File: src/rtl/ariane_pkg.sv
// Shared types and constants for the divider request controller.
package ariane_pkg;

  // Width of the transaction id carried with every request and result.
  localparam int TRANS_ID_BITS = 3;

  // Divider opcode encodings; passed through to the divider unchanged.
  localparam logic [1:0] DIV_OP_UDIV = 2'd0;
  localparam logic [1:0] DIV_OP_DIV  = 2'd1;
  localparam logic [1:0] DIV_OP_UREM = 2'd2;
  localparam logic [1:0] DIV_OP_REM  = 2'd3;

  // Controller state: accept, wait for divider idle, strobe, wait for result.
  typedef enum logic [1:0] {
    IDLE     = 2'd0,
    WAIT_RDY = 2'd1,
    ISSUE    = 2'd2,
    BUSY     = 2'd3
  } div_req_state_e;

endpackage

File: src/rtl/div_req_ctrl_if.sv
// Bundle of issue, divider and writeback signals around div_req_ctrl.
// master = the controller, slave = the surrounding environment.
interface div_req_ctrl_if #(
  parameter int WIDTH = 64,
  parameter int LAT_W = 8
);

  logic                              flush_i;
  logic                              req_valid_i;
  logic                              req_ready_o;
  logic [ariane_pkg::TRANS_ID_BITS-1:0] req_id_i;
  logic [WIDTH-1:0]                  req_op_a_i;
  logic [WIDTH-1:0]                  req_op_b_i;
  logic [1:0]                        req_opcode_i;
  logic                              div_in_rdy_i;
  logic                              div_in_vld_o;
  logic [ariane_pkg::TRANS_ID_BITS-1:0] div_id_o;
  logic [WIDTH-1:0]                  div_op_a_o;
  logic [WIDTH-1:0]                  div_op_b_o;
  logic [1:0]                        div_opcode_o;
  logic                              div_flush_o;
  logic                              div_out_vld_i;
  logic                              div_out_rdy_o;
  logic [ariane_pkg::TRANS_ID_BITS-1:0] div_id_i;
  logic [WIDTH-1:0]                  div_res_i;
  logic                              wb_valid_o;
  logic                              wb_ready_i;
  logic [ariane_pkg::TRANS_ID_BITS-1:0] wb_id_o;
  logic [WIDTH-1:0]                  wb_result_o;
  logic [LAT_W-1:0]                  last_lat_o;

  modport master (
    input  flush_i, req_valid_i, req_id_i, req_op_a_i, req_op_b_i, req_opcode_i,
           div_in_rdy_i, div_out_vld_i, div_id_i, div_res_i, wb_ready_i,
    output req_ready_o, div_in_vld_o, div_id_o, div_op_a_o, div_op_b_o,
           div_opcode_o, div_flush_o, div_out_rdy_o, wb_valid_o, wb_id_o,
           wb_result_o, last_lat_o
  );

  modport slave (
    output flush_i, req_valid_i, req_id_i, req_op_a_i, req_op_b_i, req_opcode_i,
           div_in_rdy_i, div_out_vld_i, div_id_i, div_res_i, wb_ready_i,
    input  req_ready_o, div_in_vld_o, div_id_o, div_op_a_o, div_op_b_o,
           div_opcode_o, div_flush_o, div_out_rdy_o, wb_valid_o, wb_id_o,
           wb_result_o, last_lat_o
  );

endinterface

File: src/rtl/div_req_ctrl.sv
// Initiator-side controller for the serial divider: takes one request from
// the issue stage, re-times it into the divider's delayed-valid load strobe,
// buffers the result for writeback and records issue-to-result latency.
module div_req_ctrl
  import ariane_pkg::*;
#(
  parameter int WIDTH = 64,
  parameter int LAT_W = 8
) (
  input logic          clk_i,
  input logic          rst_i,
  div_req_ctrl_if.master bus
);

  localparam logic [LAT_W-1:0] LAT_ONE = {{(LAT_W-1){1'b0}}, 1'b1};
  localparam logic [LAT_W-1:0] LAT_MAX = {LAT_W{1'b1}};

  div_req_state_e             state_q, state_d;
  logic                       accept;
  logic                       capture;
  logic                       out_rdy;
  logic                       req_ready;

  logic [TRANS_ID_BITS-1:0]   id_q;
  logic [WIDTH-1:0]           op_a_q;
  logic [WIDTH-1:0]           op_b_q;
  logic [1:0]                 opcode_q;

  logic [LAT_W-1:0]           lat_cnt_q;
  logic [LAT_W-1:0]           last_lat_q;

  logic                       wb_valid_q;
  logic [TRANS_ID_BITS-1:0]   wb_id_q;
  logic [WIDTH-1:0]           wb_result_q;

  // Next-state and handshake decode; flush overrides everything.
  always_comb begin
    state_d   = state_q;
    accept    = 1'b0;
    capture   = 1'b0;
    out_rdy   = 1'b0;
    req_ready = 1'b0;
    case (state_q)
      IDLE: begin
        req_ready = !bus.flush_i;
        if (bus.req_valid_i && !bus.flush_i) begin
          accept  = 1'b1;
          state_d = WAIT_RDY;
        end else begin
          state_d = IDLE;
        end
      end
      WAIT_RDY: begin
        if (bus.div_in_rdy_i) begin
          state_d = ISSUE;
        end else begin
          state_d = WAIT_RDY;
        end
      end
      ISSUE: begin
        state_d = BUSY;
      end
      BUSY: begin
        out_rdy = (!wb_valid_q || bus.wb_ready_i) && !bus.flush_i;
        if (bus.div_out_vld_i && out_rdy) begin
          capture = 1'b1;
          state_d = IDLE;
        end else begin
          state_d = BUSY;
        end
      end
      default: begin
        state_d = IDLE;
      end
    endcase
    if (bus.flush_i) begin
      state_d = IDLE;
    end else begin
      state_d = state_d;
    end
  end

  // State register.
  always_ff @(posedge clk_i or posedge rst_i) begin
    if (rst_i) begin
      state_q <= IDLE;
    end else begin
      state_q <= state_d;
    end
  end

  // Request fields latched on accept and held until the next accept.
  always_ff @(posedge clk_i or posedge rst_i) begin
    if (rst_i) begin
      id_q     <= '0;
      op_a_q   <= '0;
      op_b_q   <= '0;
      opcode_q <= 2'd0;
    end else if (accept) begin
      id_q     <= bus.req_id_i;
      op_a_q   <= bus.req_op_a_i;
      op_b_q   <= bus.req_op_b_i;
      opcode_q <= bus.req_opcode_i;
    end
  end

  // Latency counter: starts at 1 after the strobe, saturating count in BUSY.
  always_ff @(posedge clk_i or posedge rst_i) begin
    if (rst_i) begin
      lat_cnt_q <= '0;
    end else if (state_q == ISSUE) begin
      lat_cnt_q <= LAT_ONE;
    end else if (state_q == BUSY && lat_cnt_q != LAT_MAX) begin
      lat_cnt_q <= lat_cnt_q + LAT_ONE;
    end
  end

  // One-entry writeback buffer; a new capture wins over a same-cycle drain.
  always_ff @(posedge clk_i or posedge rst_i) begin
    if (rst_i) begin
      wb_valid_q  <= 1'b0;
      wb_id_q     <= '0;
      wb_result_q <= '0;
      last_lat_q  <= '0;
    end else if (bus.flush_i) begin
      wb_valid_q  <= 1'b0;
    end else if (capture) begin
      wb_valid_q  <= 1'b1;
      wb_id_q     <= bus.div_id_i;
      wb_result_q <= bus.div_res_i;
      last_lat_q  <= lat_cnt_q;
    end else if (bus.wb_ready_i) begin
      wb_valid_q  <= 1'b0;
    end
  end

  assign bus.req_ready_o   = req_ready;
  assign bus.div_in_vld_o  = (state_q == ISSUE);
  assign bus.div_id_o      = id_q;
  assign bus.div_op_a_o    = op_a_q;
  assign bus.div_op_b_o    = op_b_q;
  assign bus.div_opcode_o  = opcode_q;
  assign bus.div_flush_o   = bus.flush_i;
  assign bus.div_out_rdy_o = out_rdy;
  assign bus.wb_valid_o    = wb_valid_q;
  assign bus.wb_id_o       = wb_id_q;
  assign bus.wb_result_o   = wb_result_q;
  assign bus.last_lat_o    = last_lat_q;

endmodule

File: src/flat_wrapper.sv
// flat-port wrapper written by rule: the top's interface ports become plain ports
module div_req_ctrl_flat import ariane_pkg::*;
#(
  parameter int WIDTH = 64,
  parameter int LAT_W = 8
)
  (clk_i, rst_i, bus_flush_i, bus_req_valid_i, bus_req_id_i, bus_req_op_a_i, bus_req_op_b_i, bus_req_opcode_i, bus_div_in_rdy_i, bus_div_out_vld_i, bus_div_id_i, bus_div_res_i, bus_wb_ready_i, bus_req_ready_o, bus_div_in_vld_o, bus_div_id_o, bus_div_op_a_o, bus_div_op_b_o, bus_div_opcode_o, bus_div_flush_o, bus_div_out_rdy_o, bus_wb_valid_o, bus_wb_id_o, bus_wb_result_o, bus_last_lat_o);
  div_req_ctrl_if #(.WIDTH(WIDTH), .LAT_W(LAT_W)) bus_i ();
  input logic clk_i;
  input logic rst_i;
  input wire logic [$bits(bus_i.flush_i)-1:0] bus_flush_i;
  input wire logic [$bits(bus_i.req_valid_i)-1:0] bus_req_valid_i;
  input wire logic [$bits(bus_i.req_id_i)-1:0] bus_req_id_i;
  input wire logic [$bits(bus_i.req_op_a_i)-1:0] bus_req_op_a_i;
  input wire logic [$bits(bus_i.req_op_b_i)-1:0] bus_req_op_b_i;
  input wire logic [$bits(bus_i.req_opcode_i)-1:0] bus_req_opcode_i;
  input wire logic [$bits(bus_i.div_in_rdy_i)-1:0] bus_div_in_rdy_i;
  input wire logic [$bits(bus_i.div_out_vld_i)-1:0] bus_div_out_vld_i;
  input wire logic [$bits(bus_i.div_id_i)-1:0] bus_div_id_i;
  input wire logic [$bits(bus_i.div_res_i)-1:0] bus_div_res_i;
  input wire logic [$bits(bus_i.wb_ready_i)-1:0] bus_wb_ready_i;
  output wire logic [$bits(bus_i.req_ready_o)-1:0] bus_req_ready_o;
  output wire logic [$bits(bus_i.div_in_vld_o)-1:0] bus_div_in_vld_o;
  output wire logic [$bits(bus_i.div_id_o)-1:0] bus_div_id_o;
  output wire logic [$bits(bus_i.div_op_a_o)-1:0] bus_div_op_a_o;
  output wire logic [$bits(bus_i.div_op_b_o)-1:0] bus_div_op_b_o;
  output wire logic [$bits(bus_i.div_opcode_o)-1:0] bus_div_opcode_o;
  output wire logic [$bits(bus_i.div_flush_o)-1:0] bus_div_flush_o;
  output wire logic [$bits(bus_i.div_out_rdy_o)-1:0] bus_div_out_rdy_o;
  output wire logic [$bits(bus_i.wb_valid_o)-1:0] bus_wb_valid_o;
  output wire logic [$bits(bus_i.wb_id_o)-1:0] bus_wb_id_o;
  output wire logic [$bits(bus_i.wb_result_o)-1:0] bus_wb_result_o;
  output wire logic [$bits(bus_i.last_lat_o)-1:0] bus_last_lat_o;
  assign bus_i.flush_i = bus_flush_i;
  assign bus_i.req_valid_i = bus_req_valid_i;
  assign bus_i.req_id_i = bus_req_id_i;
  assign bus_i.req_op_a_i = bus_req_op_a_i;
  assign bus_i.req_op_b_i = bus_req_op_b_i;
  assign bus_i.req_opcode_i = bus_req_opcode_i;
  assign bus_i.div_in_rdy_i = bus_div_in_rdy_i;
  assign bus_i.div_out_vld_i = bus_div_out_vld_i;
  assign bus_i.div_id_i = bus_div_id_i;
  assign bus_i.div_res_i = bus_div_res_i;
  assign bus_i.wb_ready_i = bus_wb_ready_i;
  assign bus_req_ready_o = bus_i.req_ready_o;
  assign bus_div_in_vld_o = bus_i.div_in_vld_o;
  assign bus_div_id_o = bus_i.div_id_o;
  assign bus_div_op_a_o = bus_i.div_op_a_o;
  assign bus_div_op_b_o = bus_i.div_op_b_o;
  assign bus_div_opcode_o = bus_i.div_opcode_o;
  assign bus_div_flush_o = bus_i.div_flush_o;
  assign bus_div_out_rdy_o = bus_i.div_out_rdy_o;
  assign bus_wb_valid_o = bus_i.wb_valid_o;
  assign bus_wb_id_o = bus_i.wb_id_o;
  assign bus_wb_result_o = bus_i.wb_result_o;
  assign bus_last_lat_o = bus_i.last_lat_o;
  div_req_ctrl #(.WIDTH(WIDTH), .LAT_W(LAT_W)) u_core (.clk_i(clk_i), .rst_i(rst_i), .bus(bus_i));
endmodule
File: config.mk
export PLATFORM = sky130hd
export DESIGN_NAME = div_req_ctrl_flat
export DESIGN_NICKNAME = d
export VERILOG_FILES = /design/src/rtl/ariane_pkg.sv /design/src/rtl/div_req_ctrl_if.sv /design/src/rtl/div_req_ctrl.sv /design/src/flat_wrapper.sv
export SDC_FILE = /design/constraint.sdc
export NUM_CORES = 1
export LEC_CHECK = 0
export CAP_MARGIN = 5
export CORE_MARGIN = 5
export CORE_UTILIZATION = 36
export DETAILED_ROUTE_END_ITERATION = 8
export GPL_TIMING_DRIVEN = 0
export PLACE_DENSITY = 0.72
export SLEW_MARGIN = 40
export SYNTH_ARGS = -nofsm -noshare
export SYNTH_HDL_FRONTEND = slang
export SYNTH_SLANG_ARGS = --single-unit
export TNS_END_PERCENT = 100
File: constraint.sdc
create_clock -name clk_i -period 7.45 [get_ports clk_i]
set_input_delay 1.49 -clock clk_i [delete_from_list [all_inputs] [get_ports clk_i]]
set_output_delay 1.49 -clock clk_i [all_outputs]
set_load 0.02 [all_outputs]
==> impl_metrics.env, run 1 <==
export IMPL_outcome="completed"
export IMPL_drt_pre_antenna_iters=4
export IMPL_worst_slew_pin_slew_ns=0.3464
export IMPL_synth_nets=710
export IMPL_cp_arrival_ns=2.94
export IMPL_switching_share_pct=29.18
export IMPL_ys_warn_count=0
export IMPL_drc=0
export IMPL_wire_per_inst_um=19.08
export IMPL_use_met3_pct=6.581
export IMPL_synth_seq_cells=219
export IMPL_vias_per_cell=4.566
export IMPL_min_delay_worst_endpoint="u_core.bus.div_op_b_o[0]"
export IMPL_cap_viol_max_count=0
export IMPL_ff_latch_area_um2=5480
export IMPL_reg2reg_depth=7
export IMPL_final_min_clock_period_ns=4.432
export IMPL_wirelength_um=24690
export IMPL_r2r_start="u_core.state_q[1]"
export IMPL_syn_to_final_growth_pct=67.81
export IMPL_cp_max_fo=7
export IMPL_place_gp_congestion=0.8027
export IMPL_final_cell_mix="clkdlybuf4s50_1 (419), dfrtp_1 (219), mux2_2 (197), clkbuf_16 (25), buf_6 (16)"
export IMPL_async_flop_share_pct=100.0
export IMPL_vias=5909
export IMPL_gr_usage_met1_pct=20.64
export IMPL_cts_htree_levels=1
export IMPL_place_hpwl_um=19390
export IMPL_sequentialPowerShare_pct=37.6
export IMPL_tns_ns=0
export IMPL_fin_crit_sh_pct=59.48
export IMPL_synth_area_um2=8404
export IMPL_drive_above_1_share_pct=29.13
export IMPL_ant_nets=0
export IMPL_skew_ns=0.01670
export IMPL_ys_dominant_reg_cell="dfrtp_1"
export IMPL_cts_root_buf="clkbuf_16"
export IMPL_finalNetCount=1166
export IMPL_setup_viol=0
export IMPL_fillers=1884
export IMPL_hold_violations=0
export IMPL_rsz0062_at_grt="false"
export IMPL_finalPower_uw=4287
export IMPL_p_int_uw=3036
export IMPL_die_w_um=162.8
export IMPL_fmax_ghz=0.2257
export IMPL_numClockSinks=219
export IMPL_clk_pin_slew_ns=0.06
export IMPL_yosysSeqAreaShare_pct=65.21
export IMPL_slew_headroom_pct=76.86
export IMPL_synth_edf_count=0
export IMPL_p_leak_uw=0.005976
export IMPL_antenna_found_initial=0
export IMPL_rows=56
export IMPL_ys_types=34
export IMPL_worstReg2RegEnd="u_core.bus.div_op_a_o[42]"
export IMPL_coreArea_um2=23260
export IMPL_pwr_share_comb_pct=32.9
export IMPL_post_route_cell_area_um2=14100
export IMPL_postSynthCellCount=502
export IMPL_holdBufCountCts=0
export IMPL_drtIter0Drc=205
export IMPL_dp_slack_ns=3.004
export IMPL_cts_buffers=24
export IMPL_finalHoldWorstSlack_ns=0.4830
export IMPL_multi_input_area_um2=2678
export IMPL_top_usage_layer="met2"
export IMPL_placed_cell_area_um2=13250
export IMPL_start_kind="input port"
export IMPL_cts_buffer_depth=3
export IMPL_power_density_nw_per_um2=304.0
export IMPL_worst_ep_required_time_ns=5.96
export IMPL_endpoint_kind="output pin"
export IMPL_io_pins=420
export IMPL_p_sw_uw=1251
export IMPL_grtUsageTotal_pct=17.86
export IMPL_holdCritStartpoint="u_core.bus.div_op_b_o[0]"
export IMPL_layout_commonest_cell="clkdlybuf4s50_1"
export IMPL_cts_tree="built"
export IMPL_clock_latency_ns=0.51
export IMPL_numPortBuffers=419
export IMPL_setup_ws_ns=3.018
export IMPL_maxSlewViolCount=0
export IMPL_ir_worst_vdd_mv=0.1870
export IMPL_rrSetupSlack_ns=5.59
export IMPL_start_util_pct=36.13
export IMPL_hold_path_class="flop to flop"
export IMPL_whs_path_depth=1
export IMPL_cts_setup_buffers=0
export IMPL_cts_repair_resized=0
export IMPL_path_class="input port to output pin"
export IMPL_dieArea_um2=26500
export IMPL_clkPwrFrac_pct=29.5
export IMPL_grt_ovfl_total=0
export IMPL_grt_pass1_vias=6383
export IMPL_gr_usage_met2_pct=31.04
export IMPL_die_h_um=162.8
export IMPL_grt_start_max_net_pins=25
export IMPL_grt_pass1_wl_um=37230
export IMPL_syn_avg_cell_area_um2=16.74
export IMPL_num_antenna_cells=0
synthesized netlist by cell type (all sizes together), types with 2 or more instances:
master	count	area [µm²]
a21oi	6	30.03
a311oi	2	17.52
a31oi	3	18.77
and2	3	18.77
and3	3	18.77
and4	3	26.28
buf	26	235.2
dfrtp	219	5480
inv	2	7.510
mux2	208	2361
nand2	2	10.01
nand4	2	12.51
nor2b	4	25.02
nor3	5	30.03
registers in the layout, summed over array words and instances, names as in the netlist, 2 cells and up:
register and count:
u_core.bus.div_op_a_o 64, u_core.bus.div_op_b_o 64, u_core.bus.wb_result_o 64, u_core.bus.last_lat_o 8, u_core.lat_cnt_q 8, u_core.bus.div_id_o 3
u_core.bus.wb_id_o 3, u_core.bus.div_opcode_o 2, u_core.state_q 2
worst max-delay path, cell delays in order:
cell	delay, ns
clkdlybuf4s50_1	0.55
nor3_2	0.25
clkdlybuf4s50_1	0.65
per-stage QoR:
| stage | util, % | std cells |
|---|---|---|
| global placement | 55.89 | 1240 |
| CTS | 60.63 | 1294 |
| global route | 60.63 | 1294 |
| finish | 60.63 | 1294 |
| floorplan | - | 502 |
| detailed placement | 56.94 | 1251 |
routing by layer:
metal	routed length (µm)	up-vias
met5	0	-
met4	688	0
met3	2519	43
met2	12390	259
met1	9094	2905
li1	-	2702
logic make-up (layout without fill, tap and decap cells):
family | after synthesis | in the layout | synth area share [%]
multiplexers | 209 | 209 | 28.21
AND/OR/NAND/NOR | 27 | 27 | 2.159
flip-flops | 219 | 219 | 65.21
adder cells (fa/ha/maj) | 1 | 1 | 0.1489
buffers and inverters | 29 | 502 | 2.933
AO/OA/AOI/OAI | 17 | 17 | 1.340
cell type report:
class	count	share of cell area, %
sequential	219	38.86
timing repair buffer	430	31.48
multi-input combinational	254	18.99
clock buffer	36	5.296
tap	319	2.830
buffer	27	1.694
clock inverter	7	0.7807
inverter	2	0.07984
power groups by stage:
stage / clock network, µW / logic (µW) / registers (µW)
6_report: 1270 / 1410 / 1610
3_3_place_gp: 0 / 1400 / 1620
4_1_cts: 1310 / 1430 / 1610
2_1_floorplan: 0 / 302 / 1960
5_1_grt: 1360 / 1480 / 1650
3_5_place_dp: 0 / 1430 / 1630
how the worst max path moves through the flow:
stage	from	endpoint	slack, ns	cells past startpoint
after floorplan	rst_i	u_core.bus.div_id_o[0]	3.11	1
after global placement	rst_i	u_core.bus.div_op_a_o[4]	1.28	2
after detailed placement	bus_flush_i	bus_div_out_rdy_o	3.00	3
after CTS	bus_flush_i	bus_div_out_rdy_o	3.00	3
after global routing	bus_flush_i	bus_req_ready_o	2.95	3
final	bus_flush_i	bus_req_ready_o	3.02	3
Note: power is estimated with default switching activity, not from simulation.
==> inputs of run 2 (changes only) <==
--- a/config.mk
+++ b/config.mk
@@ -6,11 +6,11 @@
 export NUM_CORES = 1
 export LEC_CHECK = 0
 export CAP_MARGIN = 5
-export CORE_MARGIN = 5
-export CORE_UTILIZATION = 36
+export CORE_AREA = 5 5 160 162
 export DETAILED_ROUTE_END_ITERATION = 8
+export DIE_AREA = 0 0 165 167
 export GPL_TIMING_DRIVEN = 0
-export PLACE_DENSITY = 0.72
+export PLACE_DENSITY = 0.68
 export SLEW_MARGIN = 40
 export SYNTH_ARGS = -nofsm -noshare
 export SYNTH_HDL_FRONTEND = slang
==> constraint.sdc (replaced) <==
create_clock -name clk_i -period 4.2 [get_ports clk_i]
set_input_delay 0.84 -clock clk_i [delete_from_list [all_inputs] [get_ports clk_i]]
set_output_delay 0.84 -clock clk_i [all_outputs]
set_load 0.02 [all_outputs]
==> run 2 against run 1 <==
Power is 74% higher. Critical path type unchanged. Utilization is 2.1 points lower. Non-clock buffer count is 1 lower. Cell count is 0.15% higher. Sequential share of layout area is 0.21 points higher. Clock-buffer cell count is 1 higher. Setup slack worse by 2.0 ns. Sequential cell count stayed put. Clock power is 65% higher. Wire length is 2.2% higher. Combinational power is 78% higher.
==> impl_metrics.env, run 2 (synthesis results as in run 1) <==
export IMPL_worst_ep_required_time_ns=3.36
export IMPL_pwr_share_comb_pct=33.7
export IMPL_setup_viol=0
export IMPL_p_leak_uw=0.005928
export IMPL_clock_latency_ns=0.50
export IMPL_cts_root_buf="clkbuf_16"
export IMPL_place_gp_congestion=0.7974
export IMPL_route_met3_wl_um=2831
export IMPL_wl_met2_um=13090
export IMPL_grt_ovfl_total=0
export IMPL_final_min_clock_period_ns=3.142
export IMPL_p_sw_uw=2220
export IMPL_die_w_um=165
export IMPL_clkPwrFrac_pct=28.0
export IMPL_rows=57
export IMPL_cts_tree="built"
export IMPL_outcome="completed"
export IMPL_path_class="input port to output pin"
export IMPL_skew_ns=0.005173
export IMPL_start_kind="input port"
export IMPL_cts_htree_levels=1
export IMPL_cp_depth=3
export IMPL_maxSlewViolCount=0
export IMPL_cts_buffers=25
export IMPL_place_hpwl_um=20100
export IMPL_sequentialPowerShare_pct=38.3
export IMPL_antenna_found_initial=0
export IMPL_cp_top_family="buffers and inverters"
export IMPL_rsz0062_at_grt="false"
export IMPL_drc=0
export IMPL_drtIter0Drc=174
export IMPL_reg2reg_depth=7
export IMPL_num_antenna_cells=0
export IMPL_die_h_um=167
export IMPL_vias_per_cell=4.579
export IMPL_wire_per_inst_um=19.47
export IMPL_fillers=2005
export IMPL_clk_pin_slew_ns=0.05
export IMPL_finalHoldWorstSlack_ns=0.4843
export IMPL_finalNetCount=1166
export IMPL_path_cells="clkdlybuf4s50_1, nor3_1, clkdlybuf4s50_1"
export IMPL_grtUsageTotal_pct=17.49
export IMPL_cp_arrival_ns=2.30
export IMPL_critical_path_buf_inv_count=2
export IMPL_grt_pass1_vias=6447
export IMPL_hold_path_class="flop to flop"
export IMPL_cts_setup_buffers=0
export IMPL_ir_worst_vdd_mv=0.3160
export IMPL_numPortBuffers=419
export IMPL_drt_pre_antenna_iters=4
export IMPL_max_stage_delay_ns=0.66
export IMPL_cap_viol_max_count=0
export IMPL_final_cell_mix="clkdlybuf4s50_1 (419), dfrtp_1 (219), mux2_2 (197), clkbuf_16 (25), buf_6 (16)"
export IMPL_switching_share_pct=29.74
export IMPL_wirelength_um=25240
export IMPL_start_util_pct=35.07
export IMPL_grt_pass1_wl_um=37680
export IMPL_p_int_uw=5245
export IMPL_crit_slowest_cell="clkdlybuf4s50_1"
export IMPL_whs_path_depth=1
export IMPL_fmax_ghz=0.3183
export IMPL_fin_crit_sh_pct=74.80
export IMPL_cp_max_fo=7
export IMPL_met1Wirelength_um=8649
export IMPL_hold_violations=0
export IMPL_numClockSinks=219
export IMPL_worst_slew_pin_slew_ns=0.3436
export IMPL_coreArea_um2=23960
export IMPL_slew_headroom_pct=77.02
export IMPL_syn_to_final_growth_pct=66.89
export IMPL_power_density_nw_per_um2=532.2
export IMPL_vias=5935
export IMPL_dr_max_layer_used="met4"
export IMPL_holdBufCountCts=0
export IMPL_dieArea_um2=27560
export IMPL_cts_repair_resized=0
export IMPL_layout_commonest_cell="clkdlybuf4s50_1"
export IMPL_io_pins=420
export IMPL_crit_top_cell="clkdlybuf4s50_1"
export IMPL_tns_ns=0
export IMPL_cts_buffer_depth=3
export IMPL_grt_start_max_net_pins=26
export IMPL_endpoint_kind="output pin"
export IMPL_drive_above_1_share_pct=28.70
export IMPL_ant_nets=0
run 2: area by class of cell:
class / count / area [µm²] / share of cell area [%]
plain buffers: 27 / 239.0 / 1.704
clock buffers: 37 / 740.7 / 5.281
clock inverters: 4 / 47.55 / 0.3390
inverters: 2 / 11.26 / 0.08029
multi-input cells: 254 / 2678 / 19.09
flip-flops and latches: 219 / 5480 / 39.07
well taps: 324 / 405.4 / 2.890
repair buffers: 429 / 4424 / 31.54
run 2: final timing paths:
check                                         startpoint                          to  slack, ns
worst max-delay path                         bus_flush_i           bus_div_out_rdy_o       1.06
worst min-delay path            u_core.bus.div_op_b_o[1]    u_core.bus.div_op_b_o[1]       0.48
worst max register to register         u_core.state_q[1]   u_core.bus.div_op_a_o[19]       2.30
worst min register to register  u_core.bus.div_op_b_o[1]    u_core.bus.div_op_b_o[1]       0.48
max in group asynchronous                          rst_i  u_core.bus.wb_result_o[17]       2.48
min in group asynchronous                          rst_i   u_core.bus.div_op_b_o[40]       0.59
run 2: per-layer routing:
metal,track usage (%),vias up
met1,18.63,2933
met3,6.698,44
met4,4.955,0
met5,0,-
li1,-,2697
met2,31.84,261
run 2: per-stage QoR:
stage / std cells / total power (µW) / util, % / area (µm²) / worst slack, ns
3_3_place_gp: 1245 / 5378 / 54.28 / 13010 / -1.392
3_5_place_dp: 1255 / 5445 / 55.24 / 13240 / 1.040
6_report: 1296 / 7465 / 58.53 / 14030 / 1.058
2_1_floorplan: 502 / 4011 / - / 8408 / 0.5059
4_1_cts: 1296 / 7598 / 58.53 / 14030 / 1.018
5_1_grt: 1296 / 7833 / 58.53 / 14030 / 0.9455
run 2: power groups by stage:
stage	registers, µW	logic [µW]	clock network, µW
finish	2860	2510	2090
floorplan	3480	535	0
detailed placement	2900	2550	0
global route	2930	2650	2260
CTS	2870	2560	2170
global placement	2880	2500	0
==> inputs of run 3 (changes only) <==
--- a/config.mk
+++ b/config.mk
@@ -6,11 +6,11 @@
 export NUM_CORES = 1
 export LEC_CHECK = 0
 export CAP_MARGIN = 5
-export CORE_AREA = 5 5 160 162
+export CORE_MARGIN = 5
+export CORE_UTILIZATION = 36
 export DETAILED_ROUTE_END_ITERATION = 8
-export DIE_AREA = 0 0 165 167
 export GPL_TIMING_DRIVEN = 0
-export PLACE_DENSITY = 0.68
+export PLACE_DENSITY = 0.72
 export SLEW_MARGIN = 40
 export SYNTH_ARGS = -nofsm -noshare
 export SYNTH_HDL_FRONTEND = slang
==> constraint.sdc (replaced) <==
create_clock -name clk_i -period 2.75 [get_ports clk_i]
set_input_delay 0.55 -clock clk_i [delete_from_list [all_inputs] [get_ports clk_i]]
set_output_delay 0.55 -clock clk_i [all_outputs]
set_load 0.02 [all_outputs]
==> run 3 against run 2 <==
Clock skew is 0.011 ns higher. Utilization rose by 2.1 points. Design area increased by 0.54%. Largest power group unchanged. Sequential power up 52%. Global-route usage grew 0.36 points. First-iteration DRC count grew 26%. Register-to-register slack lost 1.4 ns. Clock-buffer cell count fell by 1. Via count down 0.25%.
==> impl_metrics.env, run 3 (synthesis results as in run 1) <==
export IMPL_outcome="completed"
export IMPL_cts_htree_levels=1
export IMPL_final_cell_mix="clkdlybuf4s50_1 (418), dfrtp_1 (219), mux2_2 (197), clkbuf_16 (25), buf_6 (16)"
export IMPL_wire_per_inst_um=19.11
export IMPL_worstReg2RegEnd="u_core.bus.div_op_a_o[42]"
export IMPL_path_cells="clkdlybuf4s50_1, nor3_2, clkdlybuf4s50_1"
export IMPL_worst_slew_pin_slew_ns=0.3464
export IMPL_clock_latency_ns=0.51
export IMPL_dp_slack_ns=0.1798
export IMPL_vias=5920
export IMPL_drtIter0Drc=220
export IMPL_p_int_uw=8223
export IMPL_numClockSinks=219
export IMPL_layout_commonest_cell="clkdlybuf4s50_1"
export IMPL_clk_pin_slew_ns=0.05
export IMPL_max_stage_delay_ns=0.65
export IMPL_crit_slowest_cell="clkdlybuf4s50_1"
export IMPL_cts_buffer_depth=3
export IMPL_grt_ovfl_total=0
export IMPL_skew_ns=0.01628
export IMPL_start_kind="input port"
export IMPL_wirelength_um=24720
export IMPL_start_util_pct=36.13
export IMPL_coreArea_um2=23260
export IMPL_switching_share_pct=29.18
export IMPL_drive_above_1_share_pct=29.13
export IMPL_grt_pass1_vias=6378
export IMPL_rsz0062_at_grt="false"
export IMPL_grt_pass1_wl_um=37220
export IMPL_cp_max_fo=7
export IMPL_cap_viol_max_count=0
export IMPL_r2r_start="u_core.state_q[1]"
export IMPL_dieArea_um2=26500
export IMPL_die_h_um=162.8
export IMPL_cts_tree="built"
export IMPL_hold_violations=0
export IMPL_pwr_share_comb_pct=32.9
export IMPL_place_gp_congestion=0.8027
export IMPL_hold_path_class="input port to async pin"
export IMPL_path_class="input port to output pin"
export IMPL_cts_buffers=24
export IMPL_worst_ep_required_time_ns=2.20
export IMPL_finalNetCount=1166
export IMPL_dp_cells=1251
export IMPL_holdBufCountCts=0
export IMPL_setup_viol=0
export IMPL_crit_top_cell="clkdlybuf4s50_1"
export IMPL_setup_ws_ns=0.2037
export IMPL_cp_arrival_ns=2.00
export IMPL_maxSlewViolCount=0
export IMPL_place_hpwl_um=19390
export IMPL_clkPwrFrac_pct=29.5
export IMPL_cts_root_buf="clkbuf_16"
export IMPL_vias_per_cell=4.575
export IMPL_fmax_ghz=0.3927
export IMPL_grtUsageTotal_pct=17.85
export IMPL_ir_worst_vdd_mv=0.5066
export IMPL_drc=0
export IMPL_power_density_nw_per_um2=823.4
export IMPL_layout_cells_non_filler=1294
export IMPL_numPortBuffers=419
export IMPL_p_sw_uw=3389
export IMPL_antenna_found_initial=0
export IMPL_endpoint_kind="output pin"
export IMPL_final_min_clock_period_ns=2.546
export IMPL_die_w_um=162.8
export IMPL_ant_nets=0
export IMPL_num_antenna_cells=0
export IMPL_drt_pre_antenna_iters=4
export IMPL_grt_start_max_net_pins=25
export IMPL_syn_to_final_growth_pct=67.80
export IMPL_p_leak_uw=0.005980
export IMPL_slew_headroom_pct=76.86
export IMPL_rows=56
export IMPL_sequentialPowerShare_pct=37.6
export IMPL_rrSetupSlack_ns=0.89
export IMPL_io_pins=420
export IMPL_reg2reg_depth=7
export IMPL_fin_crit_sh_pct=92.59
-- run 3: cell count changes in the layout (fill, tap and decap cells not counted) --
cell / change
bufinv_16: +2
clkinv_2: +2
dlygate4sd2_1: +1
clkdlybuf4s50_1: -1
clkinvlp_4: -1
clkbuf_8: +1
buf_8: +1
clkbuf_1: -2
-- run 3: worst max-delay path by stage --
stage	endpoint	slack, ns	cells after the start	startpoint
after global routing	bus_req_ready_o	0.13	3	bus_flush_i
after CTS	bus_div_out_rdy_o	0.18	3	bus_flush_i
after global placement	u_core.bus.div_op_a_o[4]	-2.48	2	rst_i
after detailed placement	u_core.bus.div_op_a_o[5]	0.18	7	bus_flush_i
final	bus_req_ready_o	0.20	3	bus_flush_i
after floorplan	u_core.bus.div_id_o[0]	-0.65	1	rst_i
-- run 3: layer usage --
metal  vias to the layer above  routed length, µm  track usage (%)
met5                         -                  0                0
met4                         0                688            5.376
met3                        43               2524            6.581
met2                       259              12400            31.04
met1                      2912               9111            20.63
li1                       2706                  -                -
-- run 3: worst max-delay path: cells and delay by family --
| family | cells | cell delay [ns] |
|---|---|---|
| buf+inv | 2 | 1.20 |
| simple gates | 1 | 0.25 |
-- run 3: power by group through the flow --
stage	registers [µW]	clock network [µW]	logic, µW
2_1_floorplan	5310	0	817
3_3_place_gp	4380	0	3790
3_5_place_dp	4420	0	3860
4_1_cts	4370	3540	3880
5_1_grt	4470	3690	4020
6_report	4360	3430	3820
-- run 3: area by class of cell --
cell class                      count  area (µm²)
Fill cell                        1883        9160
Clock inverter                      7       110.1
Inverter                            2       11.26
Multi-Input combinational cell    254        2678
Timing Repair Buffer              430        4438
Sequential cell                   219        5480
Buffer                             27       239.0
Clock buffer                       36       747.0
Tap cell                          319       399.1
-- run 3: timing repair --
item                                    in CTS  in global routing
endpoints found under the hold margin        0                  0
buffers inserted                             0                  0
resized for setup                            1                  0
endpoints found under the setup margin       1                  0
-- run 3: metrics by stage --
stage / hold WS [ns] / area (µm²) / utilization (%) / total power, µW / TNS (ns)
after floorplan: 0.4858 / 8408 / - / 6127 / -143.25
after global placement: 0.4705 / 13000 / 55.89 / 8173 / -540.01
after detailed placement: 0.4760 / 13250 / 56.94 / 8284 / 0
after CTS: 0.3421 / 14100 / 60.62 / 11790 / 0
after global routing: 0.3600 / 14100 / 60.62 / 12180 / 0
final: 0.3681 / 14100 / 60.62 / 11610 / 0
